`src/rtl/gate_seq_pkg.sv`:
```
// Shared types and helpers for the gate truth-table sequencer family.
//   state_e   : sequencer FSM states
//   n_vec()   : number of input vectors for an n-input gate (2^n)
//   MAX_N_IN  : widest gate the sequencer supports
package gate_seq_pkg;

  localparam int unsigned MAX_N_IN = 4;

  typedef enum logic [1:0] {
    ST_IDLE = 2'd0,
    ST_RUN  = 2'd1,
    ST_DONE = 2'd2
  } state_e;

  function automatic int unsigned n_vec(input int unsigned n_in);
    return 32'(1) << n_in;
  endfunction

endpackage

```
`src/rtl/sync_2ff.sv`:
```
// Two-flop synchronizer for a single asynchronous bit.
//   clk, rst_n : clock, async active-low reset (both flops reset to RST_VAL)
//   d          : asynchronous input
//   q          : synchronized output, two clocks behind d
module sync_2ff #(
  parameter logic RST_VAL = 1'b0
) (
  input  logic clk,
  input  logic rst_n,
  input  logic d,
  output logic q
);

  logic meta_q, meta_d;
  logic sync_q, sync_d;

  // Plain shift: first stage may go metastable, second stage settles it.
  always_comb begin
    meta_d = d;
    sync_d = meta_q;
  end

  always_ff @(posedge clk or negedge rst_n) begin
    if (!rst_n) begin
      meta_q <= RST_VAL;
      sync_q <= RST_VAL;
    end else begin
      meta_q <= meta_d;
      sync_q <= sync_d;
    end
  end

  assign q = sync_q;

endmodule

```
`src/rtl/gate_tt_sequencer.sv`:
```
// Sweeps an N_IN-input gate through all 2^N_IN input vectors, holding each
// for HOLD_CYC clocks, and checks the gate output against a truth table
// latched at start.
// Optional build macro: GATE_SYNC_EN (2-flop synchronizer on gate_out).
//   clk, rst_n     : clock, async active-low reset
//   start          : begin a sweep (accepted in IDLE only)
//   tt_exp         : expected truth table, bit i = output for vector i
//   gate_in        : drives the gate inputs (bit 0 = first input)
//   gate_out       : gate output under test
//   busy           : sweep in progress, through the done cycle
//   done           : one-cycle end-of-sweep pulse
//   pass           : last sweep had no mismatches (held until next start)
//   err_cnt        : mismatch count of current/last sweep
//   first_fail_vec : first mismatching vector, 0 if none
//   fail_seen      : at least one mismatch in current/last sweep
module gate_tt_sequencer
  import gate_seq_pkg::*;
#(
  parameter  int unsigned N_IN     = 2,
  parameter  int unsigned HOLD_CYC = 10,
  localparam int unsigned N_VEC    = n_vec(N_IN)
) (
  input  logic             clk,
  input  logic             rst_n,
  input  logic             start,
  input  logic [N_VEC-1:0] tt_exp,
  output logic [N_IN-1:0]  gate_in,
  input  logic             gate_out,
  output logic             busy,
  output logic             done,
  output logic             pass,
  output logic [N_IN:0]    err_cnt,
  output logic [N_IN-1:0]  first_fail_vec,
  output logic             fail_seen
);

  localparam int unsigned HOLD_W = (HOLD_CYC > 1) ? $clog2(HOLD_CYC) : 1;
  localparam logic [HOLD_W-1:0] HOLD_INIT = HOLD_W'(HOLD_CYC - 1);
  localparam logic [N_IN-1:0]   VEC_LAST  = N_IN'(N_VEC - 1);

  if (N_IN < 1 || N_IN > MAX_N_IN) begin : g_bad_n_in
    $error("gate_tt_sequencer: N_IN must be 1..%0d", MAX_N_IN);
  end
  if (HOLD_CYC < 1) begin : g_bad_hold
    $error("gate_tt_sequencer: HOLD_CYC must be >= 1");
  end

  state_e            state_q, state_d;
  logic [N_IN-1:0]   vec_q, vec_d;
  logic [HOLD_W-1:0] hold_q, hold_d;
  logic [N_VEC-1:0]  tt_q, tt_d;
  logic              busy_q, busy_d;
  logic              done_q, done_d;
  logic              pass_q, pass_d;
  logic [N_IN:0]     err_q, err_d;
  logic [N_IN-1:0]   ffv_q, ffv_d;
  logic              fs_q, fs_d;
  logic              obs_c;
  logic              mismatch_c;

  // Observed gate output: synchronized or direct.
`ifdef GATE_SYNC_EN
  if (HOLD_CYC < 3) begin : g_bad_sync_hold
    $error("gate_tt_sequencer: HOLD_CYC must be >= 3 with GATE_SYNC_EN");
  end
  sync_2ff #(.RST_VAL(1'b0)) u_sync (
    .clk  (clk),
    .rst_n(rst_n),
    .d    (gate_out),
    .q    (obs_c)
  );
`else
  assign obs_c = gate_out;
`endif

  // Case inequality so an X/Z output in simulation counts as a failure.
  assign mismatch_c = (obs_c !== tt_q[vec_q]);

  // Next-state and registered-output logic.
  always_comb begin
    state_d = state_q;
    vec_d   = vec_q;
    hold_d  = hold_q;
    tt_d    = tt_q;
    busy_d  = busy_q;
    done_d  = 1'b0;
    pass_d  = pass_q;
    err_d   = err_q;
    ffv_d   = ffv_q;
    fs_d    = fs_q;
    case (state_q)
      ST_IDLE: begin
        busy_d = 1'b0;
        if (start) begin
          tt_d    = tt_exp;
          vec_d   = '0;
          hold_d  = HOLD_INIT;
          err_d   = '0;
          ffv_d   = '0;
          fs_d    = 1'b0;
          pass_d  = 1'b0;
          busy_d  = 1'b1;
          state_d = ST_RUN;
        end
      end
      ST_RUN: begin
        busy_d = 1'b1;
        if (hold_q != '0) begin
          hold_d = hold_q - 1'b1;
        end else begin
          if (mismatch_c) begin
            err_d = err_q + 1'b1;
            if (!fs_q) begin
              ffv_d = vec_q;
              fs_d  = 1'b1;
            end
          end
          if (vec_q == VEC_LAST) begin
            state_d = ST_DONE;
          end else begin
            vec_d  = vec_q + 1'b1;
            hold_d = HOLD_INIT;
          end
        end
      end
      ST_DONE: begin
        // fs_q already includes the final sample taken on the entry edge.
        done_d  = 1'b1;
        pass_d  = ~fs_q;
        busy_d  = 1'b1;
        state_d = ST_IDLE;
      end
      default: begin
        state_d = ST_IDLE;
      end
    endcase
  end

  always_ff @(posedge clk or negedge rst_n) begin
    if (!rst_n) begin
      state_q <= ST_IDLE;
      vec_q   <= '0;
      hold_q  <= '0;
      tt_q    <= '0;
      busy_q  <= 1'b0;
      done_q  <= 1'b0;
      pass_q  <= 1'b0;
      err_q   <= '0;
      ffv_q   <= '0;
      fs_q    <= 1'b0;
    end else begin
      state_q <= state_d;
      vec_q   <= vec_d;
      hold_q  <= hold_d;
      tt_q    <= tt_d;
      busy_q  <= busy_d;
      done_q  <= done_d;
      pass_q  <= pass_d;
      err_q   <= err_d;
      ffv_q   <= ffv_d;
      fs_q    <= fs_d;
    end
  end

  assign gate_in        = vec_q;
  assign busy           = busy_q;
  assign done           = done_q;
  assign pass           = pass_q;
  assign err_cnt        = err_q;
  assign first_fail_vec = ffv_q;
  assign fail_seen      = fs_q;

endmodule

```
`config.mk`:
```
export PLATFORM = sky130hd
export DESIGN_NAME = gate_tt_sequencer
export DESIGN_NICKNAME = d
export VERILOG_FILES = /design/src/rtl/gate_seq_pkg.sv /design/src/rtl/sync_2ff.sv /design/src/rtl/gate_tt_sequencer.sv
export SDC_FILE = /design/constraint.sdc
export NUM_CORES = 1
export LEC_CHECK = 0
export ABC_CLOCK_PERIOD_IN_PS = 3110
export BUFFER_PORTS_ARGS = -buffer_cell sky130_fd_sc_hd__buf_2
export CORE_UTILIZATION = 40
export CTS_CLUSTER_SIZE = 8
export DETAILED_ROUTE_END_ITERATION = 8
export PLACE_DENSITY = 0.71
export SKIP_CTS_REPAIR_TIMING = 1
export SLEW_MARGIN = 20
export SYNTH_ARGS = -nofsm -noshare
export SYNTH_HDL_FRONTEND = slang
export SYNTH_HIERARCHICAL = 1
export SYNTH_SLANG_ARGS = --single-unit
```
`constraint.sdc`:
```
create_clock -name clk -period 3.11 [get_ports clk]
set_input_delay 0.622 -clock clk [delete_from_list [all_inputs] [get_ports clk]]
set_output_delay 0.622 -clock clk [all_outputs]
set_load 0.05 [all_outputs]
```
Yosys cells after proc, flatten, opt, wreduce, memory -nomap -nowiden. Cells that the tools add are included.

Register bits: 21. Input port bits: 8.

Multiplexer cells: 30. $lt $le $gt $ge: 1. Bitwise operators: 1. Reductions and logical operators: 13. Add/subtract/negate cells: 3. Equal/unequal tests: 11.

Operators by type and width (count): 2-bit 2-to-1 mux (9); 4-bit 2-to-1 mux (3); 2-bit inequality test (second input constant) (6); 2-bit one-hot mux with 2 select lines (3); 3-bit 2-to-1 mux (3); 4-bit one-hot mux with 2 select lines (1); 4-bit AND reduction (2); 1-bit 2-to-1 mux (6); 1-bit one-hot mux with 2 select lines (3); 3-bit one-hot mux with 2 select lines (1); 3-bit AND reduction (2); 2-bit nonzero test (3); 5-bit AND reduction (1); 2-bit == test (second input constant) (2); 2-bit AND reduction (2); 4-bit nonzero test (1); 4-bit by 1-bit subtractor with 4-bit output (second input constant) (1); 3-bit by 1-bit adder with 3-bit output (second input constant) (1); 2-bit by 3-bit < comparator with 1-bit output (second input constant) (1); 3-bit inequality test (second input constant) (1); 2-bit by 1-bit adder with 2-bit output (second input constant) (1); 1-bit binary-select mux with 2-bit select (1); 2-bit by 1-bit == test with 1-bit output (second input constant) (1); 2-bit zero test (1); other kinds (3) (3).

Depth between registers and ports, before layout.
Word-level depth: 6. Gate-level depth with buffers: 7. Gate-level depth less buffers: 6.

Worst setup path before layout. Ideal clock, no wire load.

Path type: register to register. From: register vec_q[0] (netlist: gate_in[0]). To: register err_q[0] (netlist: err_cnt[0]). Arrival time: 2.033 ns. Library setup time: 0.069 ns. Path slack: 1.008 ns. Cell stages (with the launch flop): 5. Buffers on the path: 0. Cells stage by stage: dfrtp_1 > mux4_2 > xnor2_2 > or4b_1 > nand3_1.

Cells in the longest elaborated chain, start to end: 5.

Ends and longest elaborated chain: start, declared (line gate_tt_sequencer.sv:49) `logic [N_IN-1:0] vec_q, vec_d;`; start signal, assigned (line gate_tt_sequencer.sv:153) `vec_q <= vec_d;`; 1-bit binary-select mux with 2-bit select (line gate_tt_sequencer.sv:77) `assign mismatch_c = (obs_c !== tt_q[vec_q]);`; 1-bit 2-to-1 mux (implied by the code) (line gate_tt_sequencer.sv:77); 1-bit case inequality test (line gate_tt_sequencer.sv:77); 2-bit inequality test (no line); 4-bit AND reduction (no line); end signal, assigned (line gate_tt_sequencer.sv:159) `err_q <= err_d;`; end, declared (line gate_tt_sequencer.sv:55) `logic [N_IN:0] err_q, err_d;`.

Every way passes these cells. The select of a mux whose other input is x is not followed. A chain may end at the register's enable or synchronous reset.

Final worst setup path.
From: register state_q[1]. To: register err_q[0] (netlist: err_cnt[0]).

Cells in the longest elaborated chain, start to end: 3. Elaborated cells between the ends (all ways): 8. Those cells by class: eq/ne: 4; mux: 1; reduce/logical: 3.

Ends and longest elaborated chain: start, declared (line gate_tt_sequencer.sv:48) `state_e state_q, state_d;`; start signal, assigned (line gate_tt_sequencer.sv:152) `state_q <= state_d;`; 2-bit by 1-bit == test with 1-bit output / 2-bit zero test (equally long branches) (line gate_tt_sequencer.sv:91) `case (state_q)`; 2-bit inequality test (no line) / 2-bit nonzero test (equally long branches); 4-bit AND reduction (no line).

Parallel ways exist; a longest one is shown, timed or not.

==> impl_metrics.toml <==
[synth]
syn_avg_cell_area_um2 = 10.4
synthTopCellsByCount = "dfrtp_1, nand2_1, ha_1, inv_1, nor2_1"
synthCells = 110
synth_edf_count = 0
yosysSeqAreaShare_pct = 46.0
synthArstFlopShare_pct = 100
yosysWarnings = 6
yosysUniqueCellTypes = 35
yosysMostFrequentCell = "dfrtp_1"
synth_top_cell_area_share_pct = 46.0
netlist_area_mm2 = 0.00114
ys_ff_latch = 21
synth_ff_type = "dfrtp_1"
syn-num-nets = 126
yosysTopAreaCell = "dfrtp_1"
synthTopCellsByArea = "dfrtp_1, ha_1, mux2_2, nand2_1, inv_1"

[routing]
routed_wirelength_um = 2020
wire_per_inst_um = 12.5
drtIter0Drc = 29
num_vias = 859
drtAntennaViolNets = 0
firstDrtPassIters = 4
viasPerCell = 5.34
drc = 0

[timing]
timing.final.crit_period_ps = 2080
tns_ps = 0
final-setup-viol-count = 0
fin_hold_ws_ps = 246
drv_slew = 0
worst_pin_slew_ps = 537
grt_setup_unrepaired = "false"
max_freq_mhz = 480
setup_ws_ps = 1030
slew_headroom_pct = 63.7
finClkSkew_ps = 4.38
post-route-period-util_pct = 67.0
hold_viol = 0

[global_route]
grt_usage_pct = 14.2
grt-ovfl-total = 0
antenna_found_initial = 0
grt_pass1_vias = 814
grt_pass1_wl_um = 3480
grt_max_degree = 22

[placement]
gp_congestion = 0.730
postPlaceCellArea_mm2 = 0.00127
place.port_buffers = 18
hpwl_um = 1440
dp_cells = 157
pre_cts_slack_ps = 1070

[floorplanning]
placementRows = 19
ioPinCount = 19
dieArea_mm2 = 0.00308
die_w_um = 55.5
die_h_um = 55.5
core_mm2 = 0.00273
initial_utilization_pct = 41.8

[clocking]
clk_pin_slew_ps = 110
cts_tree = "done"
h-tree-depth = 1
clock_sinks = 21
clk_latency_ps = 310
cts_buffers = 3
clockRootBuffer = "clkbuf_4"
clockBufferDepth = 2

[finish]
stdcell_area_mm2 = 0.00129
drive_gt1_share_pct = 25.4
fin_cells = 161
nNetsFinal = 147
diodes = 0
fin_util_pct = 47.4
syn2layout_area_growth_pct = 13.2

[worst_setup_path]
slowest_stage = "or4b_1"
path_cells = "inv_1 > ha_1 > buf_4 > mux2i_1 > a21o_1 > or4b_1 > nand3_1"
crit_required_ps = 3360
cp.buffers_inverters = 2
slowest_delay_ps = 550
endpoint_kind = "register"
cp_top_family = "simple AND/OR/NAND/NOR gates"
cp-start-kind = "register"
crit_arrival_ps = 2340
cp_max_fo = 21
worstSetupPathType = "register to register"

[power_and_ir_drop]
total_power_mw = 1.32
power.static_leakage_nw = 0.604
power_density_mw_per_mm2 = 1020
ir_drop_mv = 0.529

[worst_hold_path]
min_path_type = "primary input to async pin"

[run]
max-cap-violations = 0

[run_status]
status = "finished clean"
==> placed cells by master (no fill, tap or decap), drive strengths merged, types with 3 or more instances in the layout <==
cell / n
o211ai: 3
mux2: 5
nand2: 13
nand2b: 3
nor2: 6
a21oi: 5
ha: 8
dfrtp: 21
o311ai: 3
clkbuf: 4
buf: 19
inv: 8
nand3: 5
o21ai: 5
==> worst paths after layout <==
kind | from | end | slack [ps] | cells past startpoint
min in group clk | busy | busy | 500 | 2
setup reg to reg | state_q[1] | err_cnt[0] | 1030 | 7
max in group asynchronous | rst_n | state_q[1] | 2540 | 1
setup / recovery | state_q[1] | err_cnt[0] | 1030 | 7
hold / removal | rst_n | err_cnt[1] | 250 | 1
hold reg to reg | busy | busy | 500 | 2
==> routing by layer <==
layer / up-vias / GRT usage (%) / share of wire, %
li1: 428 / - / -
met1: 416 / 18.1 / 47
met2: 11 / 23.9 / 49
met3: 4 / 2.11 / 2.7
met4: 0 / 6.43 / 1.9
met5: - / 0 / 0
==> final cells by class <==
cell class,instances,area (um^2)
timing repair buffer,19,97.6
fill,245,1440
inverter,8,30.0
multi-input combinational,78,577
tap,31,38.8
sequential,21,526
clock buffer,4,26.3
==> cells by family after synthesis <==
kind of cell	synth area share, %
adders and majority gates	8.75
AOI/OAI and AO/OA	15.5
buffers and inverters	3.61
xor gates and xnor gates	2.19
DFF	46.0
and+or+nand+nor	16.2
muxes	7.77
==> state kept, by name, indices dropped and copies added (netlist names) <==
name,count
state_q,2
gate_in,2
done,1
err_cnt,3
busy,1
tt_q,4
hold_q,4
pass,1
first_fail_vec,2
fail_seen,1
==> where the power goes <==
| part | leakage [nW] | total [mW] | internal (mW) | switching (mW) |
|---|---|---|---|---|
| sequential | 0.260 | 0.466 | 0.377 | 0.0896 |
| clock | 0.0150 | 0.136 | 0.0502 | 0.0854 |
| combinational | 0.329 | 0.717 | 0.265 | 0.452 |
Power figures use the tool's default switching activity.
